--- config.mk ---
export PLATFORM = sky130hd
export DESIGN_NAME = pix_clk_coord_flat
export DESIGN_NICKNAME = d
export VERILOG_FILES = /design/src/rtl/pix_clk_coord_if.sv /design/src/rtl/pix_clk_coord.sv /design/src/flat_wrapper.sv
export SDC_FILE = /design/constraint.sdc
export NUM_CORES = 1
export LEC_CHECK = 0
export ABC_AREA = 1
export CORE_UTILIZATION = 54
export CTS_CLUSTER_DIAMETER = 60
export DETAILED_ROUTE_END_ITERATION = 6
export GPL_ROUTABILITY_DRIVEN = 0
export GPL_TIMING_DRIVEN = 0
export MAX_ROUTING_LAYER = met4
export PLACE_DENSITY = 0.83
export SLEW_MARGIN = 20
export SYNTH_ARGS = -nofsm -noshare
export SYNTH_HDL_FRONTEND = slang
export SYNTH_SLANG_ARGS = --single-unit
--- constraint.sdc ---
create_clock -name basys_clk -period 5.86 [get_ports basys_clk]
set_input_delay 1.758 -clock basys_clk [delete_from_list [all_inputs] [get_ports basys_clk]]
set_output_delay 1.758 -clock basys_clk [all_outputs]
set_load 0.03 [all_outputs]
--- src/rtl/pix_clk_coord_if.sv ---
// Divider control/output and pixel coordinate bundle for pix_clk_coord.
// Optional tick member exists only when DIV_TICK_EN is defined.
interface pix_clk_coord_if;
    logic [31:0] count_in;
    logic        out_clk;
`ifdef DIV_TICK_EN
    logic        tick;
`endif
    logic [12:0] pix_index;
    logic [12:0] x;
    logic [12:0] y;

    modport master (
`ifdef DIV_TICK_EN
        input  tick,
`endif
        output count_in,
        output pix_index,
        input  out_clk,
        input  x,
        input  y
    );

    modport slave (
`ifdef DIV_TICK_EN
        output tick,
`endif
        input  count_in,
        input  pix_index,
        output out_clk,
        output x,
        output y
    );
endinterface

--- src/rtl/pix_clk_coord.sv ---
// Programmable 50% clock divider plus linear pixel index to x/y converter.
// Define DIV_TICK_EN to add a registered one-cycle tick on every out_clk toggle.
module pix_clk_coord #(
    parameter int unsigned WIDTH  = 96,
    parameter int unsigned HEIGHT = 64
) (
    input  logic            basys_clk,
    input  logic            reset_n,
    pix_clk_coord_if.slave  bus
);
    localparam logic [12:0] W13 = 13'(WIDTH);

    // The index port is 13 bits wide, so a larger frame cannot be addressed.
    if (WIDTH * HEIGHT > 8192) begin : g_bad_geometry
        $error("pix_clk_coord: WIDTH*HEIGHT exceeds 13-bit index range");
    end

    logic [31:0] cnt;
    logic        wrap;

    // >= rather than == so lowering count_in mid-count never waits for a 2^32 wrap.
    assign wrap = (cnt >= bus.count_in);

    always_ff @(posedge basys_clk or negedge reset_n) begin
        if (!reset_n) begin
            cnt         <= '0;
            bus.out_clk <= 1'b0;
        end else if (wrap) begin
            cnt         <= '0;
            bus.out_clk <= ~bus.out_clk;
        end else begin
            cnt         <= cnt + 32'd1;
        end
    end

`ifdef DIV_TICK_EN
    always_ff @(posedge basys_clk or negedge reset_n) begin
        if (!reset_n) begin
            bus.tick <= 1'b0;
        end else begin
            bus.tick <= wrap;
        end
    end
`endif

    assign bus.x = bus.pix_index % W13;
    assign bus.y = bus.pix_index / W13;

endmodule

--- src/flat_wrapper.sv ---
// flat-port wrapper written by rule: the top's interface ports become plain ports
module pix_clk_coord_flat 
#(
    parameter int unsigned WIDTH  = 96,
    parameter int unsigned HEIGHT = 64
)
  (basys_clk, reset_n, bus_count_in, bus_pix_index, bus_out_clk, bus_x, bus_y);
  pix_clk_coord_if bus_i ();
  input  logic basys_clk;
  input  logic reset_n;
  input wire logic [$bits(bus_i.count_in)-1:0] bus_count_in;
  input wire logic [$bits(bus_i.pix_index)-1:0] bus_pix_index;
  output wire logic [$bits(bus_i.out_clk)-1:0] bus_out_clk;
  output wire logic [$bits(bus_i.x)-1:0] bus_x;
  output wire logic [$bits(bus_i.y)-1:0] bus_y;
  assign bus_i.count_in = bus_count_in;
  assign bus_i.pix_index = bus_pix_index;
  assign bus_out_clk = bus_i.out_clk;
  assign bus_x = bus_i.x;
  assign bus_y = bus_i.y;
  pix_clk_coord #(.WIDTH(WIDTH), .HEIGHT(HEIGHT)) u_core (.basys_clk(basys_clk), .reset_n(reset_n), .bus(bus_i));
endmodule
-- Word-level counts from Yosys, hierarchy flattened
Cells that the tools add are included.
W data, S select, Z words.
- register bits: 33
- input port bits: 47
- output and inout port bits: 27
- word-level logic and storage cells: 8
- add/subtract/negate cells: 1
- div/mod/pow operators: 2
- magnitude comparators: 1
- mux-type cells: 1
- bitwise logic cells: 1
- operator list (operator ; number):
    $add A32 B1 Y32 const B ; 1
    $ge A32 B32 Y1 ; 1
    $mux W32 ; 1
    $div A13 B7 Y13 const B ; 1
    $mod A13 B7 Y13 const B ; 1
    $not A1 Y1 ; 1

-- Depth between registers and ports, before layout
Gate-level depths: netlist (run 1).
- depth after elaboration: 2
- gate-level depth with buffers: 18
- gate-level depth less buffers: 18

-- Worst setup path after synthesis (run 1)
OpenSTA, ideal clock, no wires.
- kind: input to output
- from: in bus_pix_index[11]
- to: out bus_x[5]
- arrival time: 3.608 ns
- required time: 4.102 ns
- setup slack: 0.494 ns
- stages: 17
- path buffers: 0
- cells stage by stage: inv_1 nand2_1 nand2_2 nand2_2 nand3_2 nand2_2 nand2_1 nand3_2 inv_2 nor2_2 o21bai_2 nand3_1 nand2_1 nand2_1 nand2_1 nand3_1 nand2_1
- cells in the longest elaborated chain, start to end: 1
- RTL lines (item ; RTL line ; text):
    start: declaration ; flat_wrapper.sv:12 ; input wire logic [$bits(bus_i.pix_index)-1:0] bus_pix_index;
    $mod A13 B7 Y13 ; pix_clk_coord.sv:46 ; assign bus.x = bus.pix_index % W13;
    end: declaration ; flat_wrapper.sv:14 ; output wire logic [$bits(bus_i.x)-1:0] bus_x;
Every way passes these cells.

-- Worst setup path in the final report (run 1)
- from: in bus_pix_index[9]
- to: out bus_y[2]
- cells in the longest elaborated chain, start to end: 1
- RTL lines (item ; RTL line ; text):
    $div A13 B7 Y13 ; pix_clk_coord.sv:47 ; assign bus.y = bus.pix_index / W13;
    end: declaration ; flat_wrapper.sv:15 ; output wire logic [$bits(bus_i.y)-1:0] bus_y;
Every way passes these cells.

==> results of run 1 <==
[flip-flops by register name, indices dropped and copies added (netlist names)]
signal              count
u_core.cnt             32
u_core.bus.out_clk      1
[cell families after synthesis]
group           share of synthesized area
simple gates                        0.298
other cells                       0.00129
xor+xnor                           0.0574
fa+ha+maj                           0.142
buf+inv                             0.136
flops                               0.285
compound gates                     0.0798
[through the flow]
stage	setup TNS, ps	power, mW	worst slack, ps	util
2_1_floorplan	0	0.570	494	-
3_5_place_dp	-889	0.692	-338	0.703
4_1_cts	0	0.910	13.3	0.725
3_3_place_gp	-367	0.671	-167	0.698
5_1_grt	0	0.976	228	0.726
6_report	0	0.905	349	0.726
[routing by layer]
| layer | up-vias | track usage | part of all wire |
|---|---|---|---|
| met5 | - | - | 0 |
| met4 | 0 | 0.0761 | 0.011 |
| met3 | 7 | 0.0348 | 0.046 |
| met2 | 61 | 0.459 | 0.52 |
| met1 | 1194 | 0.278 | 0.43 |
| li1 | 1366 | - | - |
[final cells by class]
cell class,count,share of cell area
Buffer,20,0.0352
Clock buffer,7,0.0231
Clock inverter,1,0.00805
Inverter,70,0.0704
Multi-Input combinational cell,278,0.464
Sequential cell,33,0.221
Tap cell,70,0.0235
Timing Repair Buffer,57,0.155
[repair_timing]
action | in CTS | in global routing
gates resized for setup | 7 | 11
setup endpoints to repair | 4 | 4
hold endpoints to repair | 0 | 0
[Yosys cell counts]
library cell	number	area, um2
o221ai_1	1	8.76
nor4_1	1	6.26
nor2_1	39	146
o311ai_0	1	8.76
inv_2	5	18.8
a211o_1	1	8.76
nor3_4	1	16.3
nor3_1	10	50.1
and3_1	1	6.26
nor3b_1	4	30.0
dfrtp_1	33	826
xor2_1	11	96.3
or2_0	1	6.26
ha_1	33	413
o21ai_1	1	5.00
nand3b_1	1	7.51
nor2_4	3	33.8
conb_1	1	3.75
nand2_1	66	248
a31oi_1	2	12.5
o21a_1	1	7.51
o21bai_2	1	11.3
nand3_1	16	80.1
o211ai_1	1	7.51
o21ai_0	5	25.0
nor2_2	4	25.0
clkbuf_1	5	18.8
nand3_2	3	30.0
nand2_2	10	62.6
buf_4	15	113
inv_1	65	244
a21oi_1	22	110
nand2_4	1	11.3
xnor2_1	8	70.1
nand4_1	10	62.6
nor4_2	1	12.5
o21ai_2	3	26.3
nor3_2	3	30.0
[how the worst min path moves through the flow]
stage                                   startpoint                        endpoint  slack, ps  cells past startpoint
floorplan                  u_core.cnt[0]$_DFF_PN0_         u_core.cnt[0]$_DFF_PN0_        470                      1
global placement    u_core.bus.out_clk$_DFFE_PN0N_  u_core.bus.out_clk$_DFFE_PN0N_        460                      1
detailed placement  u_core.bus.out_clk$_DFFE_PN0N_  u_core.bus.out_clk$_DFFE_PN0N_        460                      1
CTS                 u_core.bus.out_clk$_DFFE_PN0N_  u_core.bus.out_clk$_DFFE_PN0N_        470                      1
global route        u_core.bus.out_clk$_DFFE_PN0N_  u_core.bus.out_clk$_DFFE_PN0N_        490                      1
finish              u_core.bus.out_clk$_DFFE_PN0N_  u_core.bus.out_clk$_DFFE_PN0N_        470                      1
[critical path, delay by kind of cell]
family                 cells  cell delay (ps)
buffers and inverters      3             1280
and+or+nand+nor            6              530
AOI/OAI and AO/OA          1              180
[power by group]
| group | total (mW) | switching (mW) | internal, mW | leakage [nW] |
|---|---|---|---|---|
| clock network | 0.220 | 0.0810 | 0.139 | 0.0585 |
| logic | 0.347 | 0.192 | 0.154 | 1.43 |
| registers | 0.338 | 0.0614 | 0.277 | 0.442 |
| total | 0.905 | 0.335 | 0.570 | 1.93 |
==> flow_summary.yaml, run 1 <==
critical_path:
  crit_end: "bus_y[2]"
  reg2reg_depth: 10
  path_max_fanout: 3
  critical_path_arrival_ps: 3750
  cp_cell_sequence: "clkdlybuf4s50_1 -> inv_1 -> o21ai_2 -> nand2_1 -> nand2_1 -> nand2_1 -> nor2_2 -> nand2_1 -> nand2_1 -> clkdlybuf4s50_1"
  crit_start: "bus_pix_index[9]"
  worstSetupPathType: "in2out"
  r2r-start: "u_core.cnt[31]$_DFF_PN0_"
  critPathMaxStageDelay_ps: 660
  cp_common_cell: "nand2_1"
  slowest_stage: "clkdlybuf4s50_1"
  worst_ep_required_time_ps: 4100
  r2r_end: "u_core.cnt[11]$_DFF_PN0_"
  start_kind: "primary input"
  r2r_setup_slack_ps: 3280
  end_kind: "output pin"
global_routing:
  track_usage: 0.249
  grt-ovfl-total: 0
  grt_pass1_wl_um: 10300
  grt_max_degree: 22
  grt_pass1_vias: 2489
  antenna_found_initial: 0
clock_network:
  clkTransAtPathRegs_ps: 70
  cts_sinks: 33
  clock_latency_ps: 280
  root_buffer: "clkbuf_8"
  cts_hold_buf: 0
  cts_setup_buffers: 0
  cts_tree: "yes"
  numCtsBuffers: 5
  htree_num_levels: 2
  cts_buffer_depth: 2
logic_synthesis:
  synth.ff_latch_count: 33
  seq_area_frac_synth: 0.285
  synthesis.instances: 390
  ys_types: 38
  yosys_warnings: 0
  syn_avg_cell_area_um2: 7.43
  syn-cell-area_um2: 2900
finish:
  fillers: 452
  n_antenna_cell: 0
  most-common-layout-cells: "nand2_1, inv_1, clkdlybuf4s50_1"
  drive_gt1_frac: 0.137
  stdcell_area_um2: 3730
  final_net_count: 545
  final_common_cell: "nand2_1"
  fin_cells: 536
  multi_input_area_um2: 1730
  register_area_um2: 826
  area_growth_pct: 28.7
sta:
  max_slew_margin: 0.624
  min_period_ps: 5510
  finClkSkew_ps: 7.06
  holdWs_ps: 474
  rsz0062_at_grt: "no"
  worst_pin_slew_ps: 564
  hold_viol: 0
  slew_viol_final: 0
  setup_violations: 0
  fmax_mhz: 181
  finalCritPeriodShare: 0.941
detailed_routing:
  ant_nets: 0
  first_iter_violations: 98
  drt_pass1_iterations: 4
  wl_um: 6190
  routed_via_density: 4.90
  drcViolationCount: 0
  vias: 2628
  wl_per_cell_um: 11.6
floorplanning:
  die_area_um2: 5670
  rows: 26
  fp.dieW_um: 75.3
  core_um2: 5140
  top_level_ports: 74
  die_y_um: 75.3
  start_util: 0.564
outcome:
  outcome: "complete, no violations"
power:
  power.leakage_nw: 1.93
  vdd_drop_max_mv: 0.261
  power_density_nw_per_um2: 243
placed_design:
  placed_cells: 528
  io_buffers: 56
  placed_area_um2: 3610
  dpl.hpwl_um: 5090
job:
  cap_violations: 0
min_path:
  min_path_type: "reg2reg"
No activity file was read; power rests on OpenSTA's default activity.
==> run 2, diff against run 1 <==
SKIP_LAST_GASP = 1   (was unset)
==> run 2 against run 1 <==
Against the previous run:
- worst hold slack got worse by 5.4 ps
- via count fell by 0.11%
- clock-buffer cell count did not move
- non-clock buffer count did not move
- critical path depth rose by 8
- final cell count did not move
==> flow_summary.yaml, run 2 (synthesized netlist as in run 1, its figures left out) <==
sta:
  min_period_ps: 5750
  hold_viol: 0
  slew_viol_final: 0
  finalCritPeriodShare: 0.982
  finClkSkew_ps: 6.17
  setup_violations: 0
  layout_setup_ws_ps: 108
  fmax_mhz: 174
  worst_pin_slew_ps: 573
  max_slew_margin: 0.618
  rsz0062_at_grt: "yes"
clock_network:
  clkTransAtPathRegs_ps: 70
  htree_num_levels: 2
  cts_tree: "yes"
  cts_hold_buf: 0
  cts_sinks: 33
  root_buffer: "clkbuf_8"
  clock_latency_ps: 280
  numCtsBuffers: 5
  cts_buffer_depth: 2
min_path:
  min_to: "u_core.bus.out_clk$_DFFE_PN0N_"
  holdCritStartpoint: "u_core.bus.out_clk$_DFFE_PN0N_"
  min_path_type: "reg2reg"
  hold_depth: 1
detailed_routing:
  wl_per_cell_um: 11.5
  first_iter_violations: 84
  ant_nets: 0
  wl_um: 6180
  drcViolationCount: 0
  vias: 2625
  routed_via_density: 4.90
  drt_pass1_iterations: 4
finish:
  area_growth_pct: 28.3
  final_common_cell: "nand2_1"
  n_antenna_cell: 0
  stdcell_area_um2: 3720
  most-common-layout-cells: "nand2_1, inv_1, clkdlybuf4s50_1"
  final_net_count: 545
  largestRegisters: "u_core.cnt (32), u_core.bus.out_clk (1)"
  largest_register: "u_core.cnt"
  drive_gt1_frac: 0.135
  largest_reg_flops: 32
power:
  power.leakage_nw: 1.91
  power_density_nw_per_um2: 243
  vdd_drop_max_mv: 0.260
critical_path:
  cp.depth: 18
  crit_buf_inv: 4
  start_kind: "primary input"
  path_max_fanout: 4
  cp_cell_sequence: "clkdlybuf4s50_1 -> inv_1 -> nand2_1 -> nand2_2 -> nand2_2 -> nand2_1 -> o21ai_2 -> nand3_1 -> nand2_1 -> nand2_2 -> o21ai_2 -> nand2_2 -> o21ai_2 -> nand2_1 -> o21ai_1 -> nand2_1 -> inv_1 -> clkbuf_2"
  cp_common_cell: "nand2_1"
  reg2reg_depth: 10
  worstSetupPathType: "in2out"
  worst_ep_required_time_ps: 4100
  r2r-start: "u_core.cnt[31]$_DFF_PN0_"
  critPathMaxStageDelay_ps: 530
  slowest_stage: "clkdlybuf4s50_1"
  critical_path_arrival_ps: 3990
  end_kind: "output pin"
  r2r_setup_slack_ps: 3270
  critical_path.top_delay_family: "simple AND/OR/NAND/NOR gates"
  r2r_end: "u_core.cnt[11]$_DFF_PN0_"
global_routing:
  grt_pass1_vias: 2489
  grt_max_degree: 22
  grt_pass1_wl_um: 10300
  track_usage: 0.249
  antenna_found_initial: 0
  grt-ovfl-total: 0
placed_design:
  dpl.hpwl_um: 5090
  placed_area_um2: 3610
  io_buffers: 56
  preCtsSetupSlack_ps: -338
outcome:
  outcome: "complete, no violations"
job:
  cap_violations: 0
floorplanning:
  die_y_um: 75.3
  rows: 26
  fp.dieW_um: 75.3
  die_area_um2: 5670
  top_level_ports: 74
  core_um2: 5140
  start_util: 0.564
[run 2: changes by cell type in the layout (fill, tap and decap cells not counted), sizes merged]
cell | previous run | this run
clkdlybuf4s50 | 48 | 50
dlymetal6s2s | 3 | 1
buf | 17 | 18
clkbuf | 15 | 14
[run 2: worst max path at each step]
| stage | start | slack [ps] | end |
|---|---|---|---|
| finish | bus_pix_index[11] | 110 | bus_x[6] |
| global route | bus_pix_index[11] | -80 | bus_x[6] |
| CTS | bus_pix_index[11] | -60 | bus_x[6] |
| detailed placement | bus_pix_index[11] | -340 | bus_x[6] |
| global placement | bus_pix_index[11] | -170 | bus_x[6] |
| floorplan | bus_pix_index[11] | 490 | bus_x[5] |
[run 2: area by class of cell]
class,count,area (um2)
Clock inverter,1,30.0
Tap cell,70,87.6
Multi-Input combinational cell,278,1730
Fill cell,451,1420
Timing Repair Buffer,57,569
Sequential cell,33,826
Clock buffer,7,86.3
Buffer,20,131
Inverter,70,263
[run 2: per-layer routing]
layer / vias up / wire, um / track usage
li1: 1368 / - / -
met1: 1187 / 2670 / 0.278
met2: 61 / 3170 / 0.459
met3: 9 / 274 / 0.0348
met4: 0 / 69 / 0.0761
met5: - / 0 / -
[run 2: worst reg2reg max path, stage by stage, from the launching register on]
cell and delay (ps):
dfrtp_1 400, ha_1 300, nand2_1 70, inv_1 50
nand3_1 80, nor3_1 340, and3_1 270, nand4_1 90
nand3_1 260, clkbuf_1 500, nor2_1 100
[run 2: power by group]
group,switching (mW),total [mW],internal (mW)
Sequential,0.0615,0.338,0.277
Combinational,0.192,0.346,0.154
Clock,0.0809,0.219,0.139
Total,0.335,0.904,0.569
[run 2: through the flow]
step	setup TNS [ps]	std cells	hold slack [ps]	utilization	power [mW]
detailed placement	-889	528	462	0.703	0.692
CTS	-60.3	536	474	0.724	0.909
global route	-78.0	536	493	0.723	0.975
finish	0	536	469	0.723	0.904
global placement	-367	527	457	0.698	0.671
floorplan	0	401	472	-	0.570
[run 2: repair_timing]
item | in CTS | in global routing
gates resized for setup | 5 | 8
setup buffers | 0 | 0
endpoints found under the setup margin | 4 | 4
cloned | 0 | 0
